--- config.mk ---
export PLATFORM = sky130hd
export DESIGN_NAME = mouse_position_tracker
export DESIGN_NICKNAME = d
export VERILOG_FILES = /design/src/rtl/mouse_tracker_pkg.sv /design/src/rtl/mouse_axis_norm.sv /design/src/rtl/mouse_position_tracker.sv
export SDC_FILE = /design/constraint.sdc
export NUM_CORES = 1
export LEC_CHECK = 0
export ABC_AREA = 0
export BUFFER_PORTS_ARGS = -buffer_cell sky130_fd_sc_hd__buf_2
export CORE_MARGIN = 10
export CORE_UTILIZATION = 25
export CTS_BUF_LIST = sky130_fd_sc_hd__clkbuf_4
export CTS_CLUSTER_DIAMETER = 40
export DETAILED_ROUTE_END_ITERATION = 10
export PLACE_DENSITY_LB_ADDON = 0.15
export SLEW_MARGIN = 20
export SYNTH_ARGS = -nofsm -noshare
export SYNTH_HDL_FRONTEND = slang
export SYNTH_SLANG_ARGS = --single-unit
--- constraint.sdc ---
create_clock -name CLK -period 2.6 [get_ports CLK]
set_input_delay 0.39 -clock CLK [delete_from_list [all_inputs] [get_ports CLK]]
set_output_delay 0.39 -clock CLK [all_outputs]
set_load 0.02 [all_outputs]
--- src/rtl/mouse_tracker_pkg.sv ---
// -----------------------------------------------------------------------------
// mouse_tracker_pkg
// Shared definitions for the mouse position tracker:
//   - state_t       : packet-processing FSM states
//   - STAT_*        : bit positions inside the PS/2 status byte (byte0)
//   - sum_width()   : width of the signed per-axis accumulator
//   - scale_delta() : optional delta doubling used when acceleration is built in
// -----------------------------------------------------------------------------
package mouse_tracker_pkg;

  typedef enum logic [1:0] {
    IDLE   = 2'd0,
    ACCUM  = 2'd1,
    NORM   = 2'd2,
    COMMIT = 2'd3
  } state_t;

  localparam int STAT_L     = 0;
  localparam int STAT_R     = 1;
  localparam int STAT_M     = 2;
  localparam int STAT_ONE   = 3;
  localparam int STAT_XSIGN = 4;
  localparam int STAT_YSIGN = 5;
  localparam int STAT_XOVF  = 6;
  localparam int STAT_YOVF  = 7;

  // Position plus a 9-bit PS/2 delta (possibly doubled) needs max(w,9)+2 bits.
  function automatic int sum_width(input int w);
    return ((w > 9) ? w : 9) + 2;
  endfunction

  function automatic int scale_delta(input int d, input int thresh, input bit en);
    if (en && (d > thresh || d < -thresh)) return d * 2;
    return d;
  endfunction

endpackage

--- src/rtl/mouse_axis_norm.sv ---
// -----------------------------------------------------------------------------
// mouse_axis_norm
// One axis of the tracker. Loads the raw signed sum, clamps it immediately in
// clamp mode, or walks it back into [0, MAX] one (MAX+1) step per cycle in
// wrap mode.
// Ports:
//   i_clk       clock
//   i_load      load i_sum (clamped when WRAP_MODE == 0)
//   i_step      apply one wrap correction if out of range
//   i_sum       signed sum, SW bits
//   o_pos       low W bits of the accumulator (valid once in range)
//   o_in_range  accumulator currently lies in [0, MAX]
// -----------------------------------------------------------------------------
module mouse_axis_norm #(
  parameter int W         = 8,
  parameter int MAX       = 159,
  parameter int SW        = 11,
  parameter int WRAP_MODE = 0
) (
  input  logic                 i_clk,
  input  logic                 i_load,
  input  logic                 i_step,
  input  logic signed [SW-1:0] i_sum,
  output logic        [W-1:0]  o_pos,
  output logic                 o_in_range
);

  localparam logic signed [SW-1:0] L_MAX  = SW'(MAX);
  localparam logic signed [SW-1:0] L_SPAN = SW'(MAX + 1);

  logic signed [SW-1:0] r_acc;
  logic signed [SW-1:0] w_clamped;

  // NOTE: every variable written here gets a default first, so no path leaves it
  // unassigned and no latch is inferred.
  always_comb begin
    w_clamped = i_sum;
    if (i_sum < 0) w_clamped = '0;
    else if (i_sum > L_MAX) w_clamped = L_MAX;
  end

  assign o_in_range = (r_acc >= 0) && (r_acc <= L_MAX);
  assign o_pos      = r_acc[W-1:0];

  // Clamping at load time keeps clamp mode to a single NORM cycle.
  // NOTE: the accumulator is pure datapath, only read after a load, so it
  // carries no reset.
  // NOTE: sequential state uses non-blocking assignments so all flops sample
  // their inputs from before the edge.
  always_ff @(posedge i_clk) begin
    if (i_load) begin
      r_acc <= (WRAP_MODE != 0) ? i_sum : w_clamped;
    end else if (i_step && !o_in_range) begin
      r_acc <= (r_acc < 0) ? r_acc + L_SPAN : r_acc - L_SPAN;
    end
  end

endmodule

--- src/rtl/mouse_position_tracker.sv ---
// -----------------------------------------------------------------------------
// mouse_position_tracker
// Accepts decoded PS/2 packets over valid/ready and maintains bounded X/Y,
// a saturating signed wheel count, button edge pulses and sticky overflow
// flags. FSM: IDLE -> ACCUM -> NORM (1+n cycles) -> COMMIT -> IDLE.
// Build option: define MOUSE_ACCEL_EN to double X/Y deltas whose magnitude
// exceeds ACCEL_THRESH.
// Ports:
//   CLK, RESET (sync, active-low)
//   PKT_VALID/PKT_READY handshake; PKT_STATUS/DX/DY/DZ packet fields
//   CLR_OVF      clear sticky OVF_X/Y/Z (a same-cycle set wins)
//   MOUSE_X/Y/Z  positions, MOUSE_STATUS registered status[3:0]
//   BTN_PRESS/BTN_RELEASE one-cycle L/R/M edge pulses, UPDATE commit pulse
// -----------------------------------------------------------------------------
module mouse_position_tracker
  import mouse_tracker_pkg::*;
#(
  parameter int X_WIDTH      = 8,
  parameter int Y_WIDTH      = 8,
  parameter int Z_WIDTH      = 8,
  parameter int X_MAX        = 159,
  parameter int Y_MAX        = 119,
  parameter int X_INIT       = 80,
  parameter int Y_INIT       = 60,
  parameter int WRAP_MODE    = 0,
  parameter int INVERT_Y     = 1,
  parameter int ACCEL_THRESH = 8
) (
  input  logic                      CLK,
  input  logic                      RESET,
  input  logic                      PKT_VALID,
  output logic                      PKT_READY,
  input  logic [7:0]                PKT_STATUS,
  input  logic [7:0]                PKT_DX,
  input  logic [7:0]                PKT_DY,
  input  logic [7:0]                PKT_DZ,
  input  logic                      CLR_OVF,
  output logic [X_WIDTH-1:0]        MOUSE_X,
  output logic [Y_WIDTH-1:0]        MOUSE_Y,
  output logic signed [Z_WIDTH-1:0] MOUSE_Z,
  output logic [3:0]                MOUSE_STATUS,
  output logic [2:0]                BTN_PRESS,
  output logic [2:0]                BTN_RELEASE,
  output logic                      OVF_X,
  output logic                      OVF_Y,
  output logic                      OVF_Z,
  output logic                      UPDATE
);

`ifdef MOUSE_ACCEL_EN
  localparam bit ACCEL_ON = 1'b1;
`else
  localparam bit ACCEL_ON = 1'b0;
`endif

  localparam int SW_X  = sum_width(X_WIDTH);
  localparam int SW_Y  = sum_width(Y_WIDTH);
  localparam int Z_MAX = (1 << (Z_WIDTH - 1)) - 1;
  localparam int Z_MIN = -(1 << (Z_WIDTH - 1));

  state_t r_state, w_next;
  logic   w_load, w_step, w_commit, w_accept;

  logic [7:0] r_cap_status, r_cap_dx, r_cap_dy, r_cap_dz;

  logic [X_WIDTH-1:0]        r_x;
  logic [Y_WIDTH-1:0]        r_y;
  logic signed [Z_WIDTH-1:0] r_z;
  logic [3:0]                r_status;
  logic [2:0]                r_press, r_release;
  logic                      r_ovf_x, r_ovf_y, r_ovf_z, r_update;

  int                        w_dx, w_dy, w_z_sum;
  logic signed [SW_X-1:0]    w_sum_x;
  logic signed [SW_Y-1:0]    w_sum_y;
  logic [X_WIDTH-1:0]        w_pos_x;
  logic [Y_WIDTH-1:0]        w_pos_y;
  logic                      w_x_in_range, w_y_in_range;
  logic signed [Z_WIDTH-1:0] w_z_next;
  logic                      w_z_sat;

  // ---------------------------------------------------------------- FSM
  always_ff @(posedge CLK) begin
    if (!RESET) r_state <= IDLE;
    else        r_state <= w_next;
  end

  always_comb begin
    w_next    = r_state;
    PKT_READY = 1'b0;
    w_load    = 1'b0;
    w_step    = 1'b0;
    w_commit  = 1'b0;
    unique case (r_state)
      IDLE: begin
        PKT_READY = 1'b1;
        if (PKT_VALID) w_next = ACCUM;
      end
      ACCUM: begin
        w_load = 1'b1;
        w_next = NORM;
      end
      NORM: begin
        w_step = 1'b1;
        if (w_x_in_range && w_y_in_range) w_next = COMMIT;
      end
      COMMIT: begin
        w_commit = 1'b1;
        w_next   = IDLE;
      end
    endcase
  end

  assign w_accept = PKT_READY & PKT_VALID;

  always_ff @(posedge CLK) begin
    if (w_accept) begin
      r_cap_status <= PKT_STATUS;
      r_cap_dx     <= PKT_DX;
      r_cap_dy     <= PKT_DY;
      r_cap_dz     <= PKT_DZ;
    end
  end

  // ---------------------------------------------------------------- datapath
  always_comb begin
    w_dx = 0;
    w_dy = 0;
    if (!r_cap_status[STAT_XOVF])
      w_dx = int'($signed({r_cap_status[STAT_XSIGN], r_cap_dx}));
    if (!r_cap_status[STAT_YOVF])
      w_dy = int'($signed({r_cap_status[STAT_YSIGN], r_cap_dy}));
    if (INVERT_Y != 0) w_dy = -w_dy;
    w_dx    = scale_delta(w_dx, ACCEL_THRESH, ACCEL_ON);
    w_dy    = scale_delta(w_dy, ACCEL_THRESH, ACCEL_ON);
    w_sum_x = SW_X'(int'(r_x) + w_dx);
    w_sum_y = SW_Y'(int'(r_y) + w_dy);

    w_z_sum  = int'(r_z) + int'($signed(r_cap_dz));
    w_z_next = Z_WIDTH'(w_z_sum);
    w_z_sat  = 1'b0;
    if (w_z_sum > Z_MAX) begin
      w_z_next = Z_WIDTH'(Z_MAX);
      w_z_sat  = 1'b1;
    end else if (w_z_sum < Z_MIN) begin
      w_z_next = Z_WIDTH'(Z_MIN);
      w_z_sat  = 1'b1;
    end
  end

  mouse_axis_norm #(
    .W(X_WIDTH), .MAX(X_MAX), .SW(SW_X), .WRAP_MODE(WRAP_MODE)
  ) u_norm_x (
    .i_clk(CLK), .i_load(w_load), .i_step(w_step), .i_sum(w_sum_x),
    .o_pos(w_pos_x), .o_in_range(w_x_in_range)
  );

  mouse_axis_norm #(
    .W(Y_WIDTH), .MAX(Y_MAX), .SW(SW_Y), .WRAP_MODE(WRAP_MODE)
  ) u_norm_y (
    .i_clk(CLK), .i_load(w_load), .i_step(w_step), .i_sum(w_sum_y),
    .o_pos(w_pos_y), .o_in_range(w_y_in_range)
  );

  // ---------------------------------------------------------------- outputs
  always_ff @(posedge CLK) begin
    if (!RESET) begin
      r_x       <= X_WIDTH'(X_INIT);
      r_y       <= Y_WIDTH'(Y_INIT);
      r_z       <= '0;
      r_status  <= 4'b1000;
      r_press   <= '0;
      r_release <= '0;
      r_update  <= 1'b0;
      r_ovf_x   <= 1'b0;
      r_ovf_y   <= 1'b0;
      r_ovf_z   <= 1'b0;
    end else begin
      r_update  <= w_commit;
      r_press   <= '0;
      r_release <= '0;
      // Clear first, then OR in the set term so a same-cycle event wins.
      r_ovf_x <= (r_ovf_x & ~CLR_OVF) | (w_commit & r_cap_status[STAT_XOVF]);
      r_ovf_y <= (r_ovf_y & ~CLR_OVF) | (w_commit & r_cap_status[STAT_YOVF]);
      r_ovf_z <= (r_ovf_z & ~CLR_OVF) | (w_commit & w_z_sat);
      if (w_commit) begin
        r_x       <= w_pos_x;
        r_y       <= w_pos_y;
        r_z       <= w_z_next;
        r_status  <= r_cap_status[STAT_ONE:STAT_L];
        r_press   <= r_cap_status[STAT_M:STAT_L] & ~r_status[STAT_M:STAT_L];
        r_release <= ~r_cap_status[STAT_M:STAT_L] & r_status[STAT_M:STAT_L];
      end
    end
  end

  assign MOUSE_X      = r_x;
  assign MOUSE_Y      = r_y;
  assign MOUSE_Z      = r_z;
  assign MOUSE_STATUS = r_status;
  assign BTN_PRESS    = r_press;
  assign BTN_RELEASE  = r_release;
  assign OVF_X        = r_ovf_x;
  assign OVF_Y        = r_ovf_y;
  assign OVF_Z        = r_ovf_z;
  assign UPDATE       = r_update;

endmodule

# After elaboration in Yosys (flattened, before gate mapping)
# Cells that the tools add are included.
[classes]
add_sub_neg = 8
order_cmp = 12
eq_ne = 5
muxes = 23
bitwise = 15
reduce_logical = 12
[op_table]
columns = ["cell", "count"]
rows = [
  ["$mux 11", 12],
  ["$lt 11x1->1 const B", 4],
  ["$add 9x11->11", 2],
  ["$ge 11x1->1 const B", 2],
  ["$mux 8", 2],
  ["$add 11x8->11 const B", 1],
  ["$add 11x9->11 const B", 1],
  ["$gt 11x8->1 const B", 1],
  ["$gt 11x9->1 const B", 1],
  ["$le 11x8->1 const B", 1],
  ["$le 11x9->1 const B", 1],
  ["$neg 11->11", 1],
  ["$sub 11x8->11 const B", 1],
  ["$sub 11x9->11 const B", 1],
  ["$add 8x8->9", 1],
  ["$gt 9x8->1 const B", 1],
  ["$lt 9x8->1 const B", 1],
  ["$pmux 2 s4", 1],
  ["$and 1x1->1", 7],
  ["$and 3x3->3", 2],
  ["$mux 1", 6],
  ["$not 3->3", 2],
  ["$logic_and 1x1->1", 5],
  ["$eq 2x2->1 const B", 2],
  ["other kinds (9)", 16],
]
[word_totals]
regBits = 94
elab_cells = 92

# Longest topological paths before layout
# Gate-level depths: netlist of run 1.
[logic_depth]
ltp_word = 7
mapped_depth = 12
ltp_nobuf = 10

# Modules after synthesis
# Synthesis of run 1 repeated with hierarchy kept, for this count alone.
[unflattened]
hier_cells = 517
area_unflattened_um2 = 5450.2
[modules_own_cells]
columns = ["module", "instances", "cells_each", "area_each_um2", "seq_area_each_um2"]
rows = [
  ["mouse_position_tracker", 1, 342, 3727.3, 1761.7],
  ["mouse_axis_norm (u_norm_y)", 1, 103, 967.2, 330.3],
  ["mouse_axis_norm (u_norm_x)", 1, 72, 755.7, 330.3],
]

# Worst setup path after synthesis of run 1
# Ideal clock, no wire load.
[synth_path]
path_kind = "register to register"
from = "register r_cap_status[7]"
to = "register u_norm_y.r_acc[5] (data pin)"
setup_time_ns = 0.265
arrival_time_ns = 2.537
required_ns = 2.335
slack_ns = -0.202
path_stages_with_launch = 13
period_less_slack_ns = 2.802
path_cell_list = "edfxtp_1 clkbuf_1 nor2b_1 ha_1 inv_1 fa_1 a211oi_1 o31ai_1 o31ai_2 a21bo_2 buf_4 o2bb2ai_1 or3_1"
[synth_between]
elab_chain_cells = 7
word_cells_on_any_way = 8
[synth_lines]
columns = ["element", "line_no", "rtl"]
rows = [
  ["from (decl)", "mouse_position_tracker.sv:64", "logic [7:0] r_cap_status, r_cap_dx, r_cap_dy, r_cap_dz;"],
  ["from (signal assigned)", "mouse_position_tracker.sv:118", "r_cap_status <= PKT_STATUS;"],
  ["$mux 11 *", "mouse_position_tracker.sv:131", "if (!r_cap_status[STAT_YOVF])"],
  ["$neg 11->11 *", "mouse_position_tracker.sv:133", "if (INVERT_Y != 0) w_dy = -w_dy;"],
  ["$add 9x11->11 *", "mouse_position_tracker.sv:137", "w_sum_y = SW_Y'(int'(r_y) + w_dy);"],
  ["$gt 11x8->1", "mouse_axis_norm.sv:39", "else if (i_sum > L_MAX) w_clamped = L_MAX;"],
  ["$mux 11", "mouse_axis_norm.sv:39", ""],
  ["$mux 11 *", "mouse_axis_norm.sv:38", "if (i_sum < 0) w_clamped = '0;"],
  ["$mux 11 *", "mouse_axis_norm.sv:51", "if (i_load) begin"],
  ["to (signal assigned)", "mouse_axis_norm.sv:52", "r_acc <= (WRAP_MODE != 0) ? i_sum : w_clamped;"],
  ["to (signal assigned)", "mouse_axis_norm.sv:54", "r_acc <= (r_acc < 0) ? r_acc + L_SPAN : r_acc - L_SPAN;"],
  ["to (decl)", "mouse_axis_norm.sv:31", "logic signed [SW-1:0] r_acc;"],
]
# Mark *: on every way between the ends. The rest lies on a longest branch, timed or not.
# A chain may end at the register's enable or synchronous reset.

# Worst setup path in the final report of run 1
# Ends and elaborated chain as after synthesis.

==> summary.txt, run 1 <==
run status: finished with violations
failing checks: setup timing
Reg2Reg Depth: 10
Pins Over Slew Limit: 0
worst hold margin: 0.07893 ns
wire length per cell: 15.01 um
Vias: 3973
clock root buffer: clkbuf_4
Inserted Clock Buffers: 9
CP endpoint kind: flop
CP peak stage delay: 0.45 ns
CTS Buffer Depth: 2
Synth Register Bits: 94
antenna viol nets, final: 0
H-tree Lvls: 3
IO Count: 75
fin nets: 688
chip height: 163.8 um
post-synth top area share: 0.3137
EDFF count, synth: 54
slowest cell on the critical path: edfxtp_1
TNS Setup: -0.5982 ns
area of the core: 20300 um^2
top-count cell post-synth: edfxtp_1
Util after Layout: 0.3221
Max-cap violations: 0
vias in the first global route: 4107
Req. time, crit path: 2.81 ns
crit path DAT: 2.93 ns
share of layout cells above drive strength 1: 0.3061
IO Port Bufs: 74
Netlist cell types: 65
Final Non-Filler Cells: 883
drc violations: 0
ys flop type: edfxtp_1
first-pass GRT wire length: 21.37 mm
largest cells by area after synthesis: edfxtp_1 31%, dfxtp_1 15%, ha_1 9.9%, mux2i_1 4.3%, nor2b_1 2.4%
YS warnings: 0
RSZ-0062 raised after global routing: yes
Vias/cell: 4.499
Peak VDD IR: 0.2801 mV
CTS tree: built
Die Width: 163.8 um
Mapped Area: 5169 um^2
Stages on worst setup path: 10
gr ovfl total: 0
final setup margin: -0.1226 ns
HP Class: in -> reg
Top delay family on crit path: compound AO/OA/AOI/OAI gates
largest net degree at the start of global routing: 19
Slew @ Worst Pin: 0.5054 ns
fin crit share: 1.047
Final Hold Fails: 0
1st-pass router iterations: 4
Worst slew margin: 0.6619
critical path launch point type: flop
CP max FO: 5
WHS Path Cells: 1
final wirelength: 13.25 mm
CTS sink count: 94
Lkg Pwr: 2.662 nW
Final setup viols: 7
die footprint: 26830 um^2
Buf+Inv Stages, Crit Path: 1
HPWL after DPL: 10.17 mm
Synth async-reset ratio: 0
Peak Freq: 367.3 MHz
Inst Count DP: 856
starting DRC count in detailed routing: 186
syn_nets: 561
CP cell instances: nor2b_1 > ha_2 > inv_2 > fa_2 > a211oi_2 > o31ai_4 > o31ai_4 > a21bo_2 > nor2_1 > or3_1
Starting Density: 0.2546
commonest cells in the synthesized netlist: 54 x edfxtp_1, 41 x ha_1, 40 x dfxtp_1
Syn Area/Cell: 10.79 um^2
post-synthesis cell count: 479
Reg clk slew, reported paths: 0.16 ns
Final min period: 2.723 ns
Cell Pwr Density: 967.6 nW/um^2
skew final: 0.02481 ns
Rows: 52
Area Overhead vs Synth: 26.51%
initial antenna violation count: 1
sequential area share after synthesis: 0.4687
GRT Total Usage: 0.09936
Crit path top cell by count: o31ai_4
Yosys top cell by area: edfxtp_1
GP Congestion: 0.7904
Worst-Skew Late Latency: 0.47 ns
WS Path Type: reg -> reg
==> cells by family (layout without fill, tap and decap cells) <==
kind of cell	after synthesis	after routing	share of synthesized area
other	0	2	0
xor gates and xnor gates	19	19	0.03365
and+or+nand+nor	136	136	0.1382
AOI/OAI and AO/OA	112	112	0.1532
buffers and inverters	44	176	0.03316
DFF	94	94	0.4687
muxes	23	23	0.04478
adders and majority gates	51	51	0.1283
==> layer usage <==
layer	GRT usage	wire length, um	vias up
met5	0	0	-
met4	0.04346	292	0
met3	0.01927	484	21
met2	0.1596	6154	67
met1	0.1272	6322	1879
li1	-	-	2006
==> placed cells by master (no fill, tap or decap), types with 5 or more instances in the layout <==
cell      Yosys  final
o21a_1        6      6
maj3_1        5      5
nor3b_1      10     10
mux2i_1      22     22
nor2b_1      20     15
clkbuf_4      0     12
nor3_1       11     10
inv_1        28     27
buf_2         2     74
a21oi_1      24     20
o21ai_0      20     18
o22ai_1       6      5
edfxtp_1     54     54
nand2_1      21     21
or3_1         5      5
nor2_1       33     33
ha_1         41     38
nand3_1       5      5
a21o_1       10     10
nand2b_1     13     13
dfxtp_1      40     40
buf_4         1     55
xnor2_1      13     13
==> power breakdown <==
part           leakage [nW]  switching, mW  internal (mW)
combinational          1.75           1.65           1.49
clock                0.0741          0.508          0.318
sequential            0.838          0.261           2.09
==> path summary, 6_finish.rpt <==
check | startpoint | endpoint | slack (ns)
worst max register to register | r_cap_status[7] | u_norm_y.r_acc[5] | -0.12
worst max-delay path | r_cap_status[7] | u_norm_y.r_acc[5] | -0.12
worst min-delay path | PKT_DX[7] | r_cap_dx[7] | 0.08
worst min register to register | MOUSE_STATUS[1] | BTN_PRESS[1] | 0.48
==> final cells by class <==
cell class | count | area (um^2)
Tap cell | 270 | 337.8
Clock inverter | 4 | 41.29
Multi-Input combinational cell | 341 | 2719
Timing Repair Buffer | 131 | 814.5
Antenna cell | 2 | 5.005
Inverter | 29 | 108.9
Sequential cell | 94 | 2422
Fill cell | 2127 | 13760
Clock buffer | 12 | 90.09
==> repair_timing <==
item                                    4_1_cts  5_1_grt
buffers inserted                              4        6
pin swaps                                     8       14
gates resized for setup                       9       19
hold endpoints to repair                      0        0
endpoints found under the setup margin       15       19
hold buffers                                  0        0
==> per-stage QoR <==
step	instance area, um^2	setup slack, ns	total power, mW
6_report	6539	-0.1226	6.327
5_1_grt	6539	-0.2993	6.912
4_1_cts	6402	-0.1403	6.323
3_5_place_dp	6216	-0.1942	5.411
3_3_place_gp	6216	-0.07616	5.376
2_1_floorplan	5199	-0.1330	4.465
==> worst reg2reg max path: stages (launching register included) <==
cell,delay (ns)
edfxtp_1,0.45
nor2b_1,0.14
ha_2,0.19
inv_2,0.04
fa_2,0.36
a211oi_2,0.28
o31ai_4,0.12
o31ai_4,0.24
a21bo_2,0.22
nor2_1,0.06
or3_1,0.37
==> sequential cells by signal (all words and copies together) (netlist names), 3 cells and up <==
name / cells
r_cap_dx: 8
r_cap_dz: 8
BTN_RELEASE: 3
BTN_PRESS: 3
u_norm_x.r_acc: 11
MOUSE_Z: 8
MOUSE_X: 8
MOUSE_Y: 8
u_norm_y.r_acc: 11
r_cap_status: 8
MOUSE_STATUS: 4
r_cap_dy: 8
Power figures use the tool's default switching activity.
==> inputs of run 2 (changes only) <==
--- a/config.mk
+++ b/config.mk
@@ -17,3 +17,4 @@
 export SYNTH_ARGS = -nofsm -noshare
 export SYNTH_HDL_FRONTEND = slang
 export SYNTH_SLANG_ARGS = --single-unit
+export TNS_END_PERCENT = 30
==> run 2 against run 1 <==
The flow still finishes with violations (setup timing); worst hold slack worse by 0.0014 ns; global-route usage rose by 0.20 points; non-clock buffer count decreased by 10; clock-buffer cell count is 2 lower; total power is 1.4% higher; first-iteration DRC count decreased by 26%; final cell count fell by 1.2%; clock power up 15%; die area stayed put; critical path type unchanged.
==> summary.txt, run 2 (synthesized netlist as in run 1, its figures left out) <==
run status: finished with violations
hold_sp: PKT_DX[6]
biggest regs: u_norm_x.r_acc (11), u_norm_y.r_acc (11)
Area Overhead vs Synth: 24.86%
CP endpoint kind: flop
Rows: 52 (unchanged)
fin crit share: 1.046 (-0.001647)
most frequent cells in the layout: 74 x buf_2, 54 x edfxtp_1, 45 x buf_4
WHS Path Cells: 1 (unchanged)
GP Congestion: 0.8123 (+2.8%)
final setup margin: -0.1184 ns (+0.004282 ns)
HPWL after DPL: 10.25 mm (+0.77%)
RSZ-0062 raised after global routing: yes
IO Count: 75 (unchanged)
die footprint: 26830 um^2 (unchanged)
chip height: 163.8 um (unchanged)
Req. time, crit path: 2.83 ns (+0.02 ns)
1st-pass router iterations: 4 (unchanged)
wire length per cell: 15.24 um (+1.5%)
Inserted Clock Buffers: 9 (unchanged)
Worst-Skew Late Latency: 0.47 ns (about the same)
most common cell after layout, fill and taps aside: buf_2
failing checks: setup timing
starting DRC count in detailed routing: 138 (-26%)
Final min period: 2.718 ns (-0.004282 ns)
Hold EP: r_cap_dx[6]
Starting Density: 0.2546 (unchanged)
Peak VDD IR: 0.2840 mV (+1.4%)
Total Power: 6.416 mW (+1.4%)
IO Port Bufs: 74 (unchanged)
area of the core: 20300 um^2 (unchanged)
CTS sink count: 94 (unchanged)
Cell Pwr Density: 994.2 nW/um^2 (+2.7%)
Die Width: 163.8 um (unchanged)
critical path launch point type: flop
crit path DAT: 2.95 ns (+0.02 ns)
largest net degree at the start of global routing: 20 (+1)
Peak Freq: 367.9 MHz (+0.16%)
Reg2Reg Launch Point: r_cap_status[7]
Worst slew margin: 0.6442 (-0.01769)
antenna viol nets, final: 0 (unchanged)
drc violations: 0 (unchanged)
initial antenna violation count: 1 (unchanged)
r2r setup slk: -0.12 ns (about the same)
CTS Buffer Depth: 2 (unchanged)
Vias/cell: 4.541 (+0.93%)
Vias: 3960 (-0.33%)
clock root buffer: clkbuf_4
HP Class: in -> reg
GRT Total Usage: 0.1014 (+0.002034)
skew final: 0.01300 ns (-0.01181 ns)
Final setup viols: 7 (unchanged)
gr ovfl total: 0 (unchanged)
CTS tree: built
final wirelength: 13.29 mm (+0.24%)
first-pass GRT wire length: 21.66 mm (+1.4%)
Lkg Pwr: 2.623 nW (-1.4%)
CP max FO: 4 (-1)
Pins Over Slew Limit: 0 (unchanged)
Reg clk slew, reported paths: 0.16 ns (about the same)
Slew @ Worst Pin: 0.5337 ns (+0.02827 ns)
Reg2Reg Depth: 11 (+1)
Max-cap violations: 0 (unchanged)
Final Hold Fails: 0 (unchanged)
H-tree Lvls: 3 (unchanged)
share of layout cells above drive strength 1: 0.2962 (-0.009883)
worst r2r dst: u_norm_y.r_acc[5]
Util after Layout: 0.3179 (-0.004191)
fin nets: 678 (-1.5%)
WS Path Type: reg -> reg
vias in the first global route: 4168 (+1.5%)
run 2: layer usage:
metal / global-route usage / up-vias / routed length, um
met1: 0.1284 / 1895 / 6424
met5: 0 / - / 0
li1: - / 1988 / -
met4: 0.04387 / 0 / 274
met2: 0.1653 / 59 / 6126
met3: 0.01902 / 18 / 460
run 2: area by class of cell:
class / count / area, um^2
Sequential cell: 94 / 2422
Multi-Input combinational cell: 341 / 2683
Clock inverter: 6 / 85.08
Fill cell: 2167 / 13850
Clock buffer: 10 / 75.07
Antenna cell: 1 / 2.502
Tap cell: 270 / 337.8
Inverter: 29 / 108.9
Timing Repair Buffer: 121 / 739.5
run 2: per-stage QoR:
step | cell area, um^2 | hold WS [ns] | setup slack (ns) | instances | TNS [ns]
floorplan | 5182 | 0.4322 | -0.1356 | 479 | -0.2627
global placement | 6181 | 0.4447 | -0.1194 | 853 | -0.5536
detailed placement | 6181 | 0.4481 | -0.1380 | 853 | -1.021
CTS | 6400 | 0.03127 | -0.1339 | 871 | -0.5247
global route | 6454 | 0.03237 | -0.2933 | 872 | -2.905
finish | 6454 | 0.07752 | -0.1184 | 872 | -0.5283
run 2: report_power, final:
group	internal, mW	total, mW	leakage (nW)	switching (mW)
clock	0.401	0.947	0.0907	0.546
combinational	1.46	3.11	1.69	1.65
sequential	2.09	2.36	0.838	0.266
total	3.96	6.42	2.62	2.46
run 2: what timing repair did:
| item | CTS | global route |
|---|---|---|
| buffers inserted | 2 | 0 |
| endpoints found under the setup margin | 15 | 18 |
| pin swaps | 9 | 0 |
| gates resized for setup | 13 | 13 |
| hold buffers | 0 | 0 |
run 2: worst max path at each step:
stage / startpoint / end / depth (start not counted)
after floorplan: r_cap_status[7] / u_norm_y.r_acc[5] / 12
after global placement: r_cap_status[7] / u_norm_y.r_acc[5] / 11
after detailed placement: r_cap_status[7] / u_norm_y.r_acc[5] / 9
after CTS: r_cap_status[7] / u_norm_y.r_acc[5] / 11
after global routing: r_cap_status[7] / u_norm_y.r_acc[5] / 11
final: r_cap_status[7] / u_norm_y.r_acc[5] / 11
run 2: worst max-delay path, cell delays in order, from the launching register on:
cell and delay [ns]:
edfxtp_1 0.45, nor2b_1 0.15, ha_2 0.19, inv_2 0.04
fa_2 0.35, a211oi_2 0.22, o31ai_2 0.12, o31ai_2 0.27
buf_4 0.17, nor2_2 0.03, o2bb2ai_2 0.13, or3_1 0.37
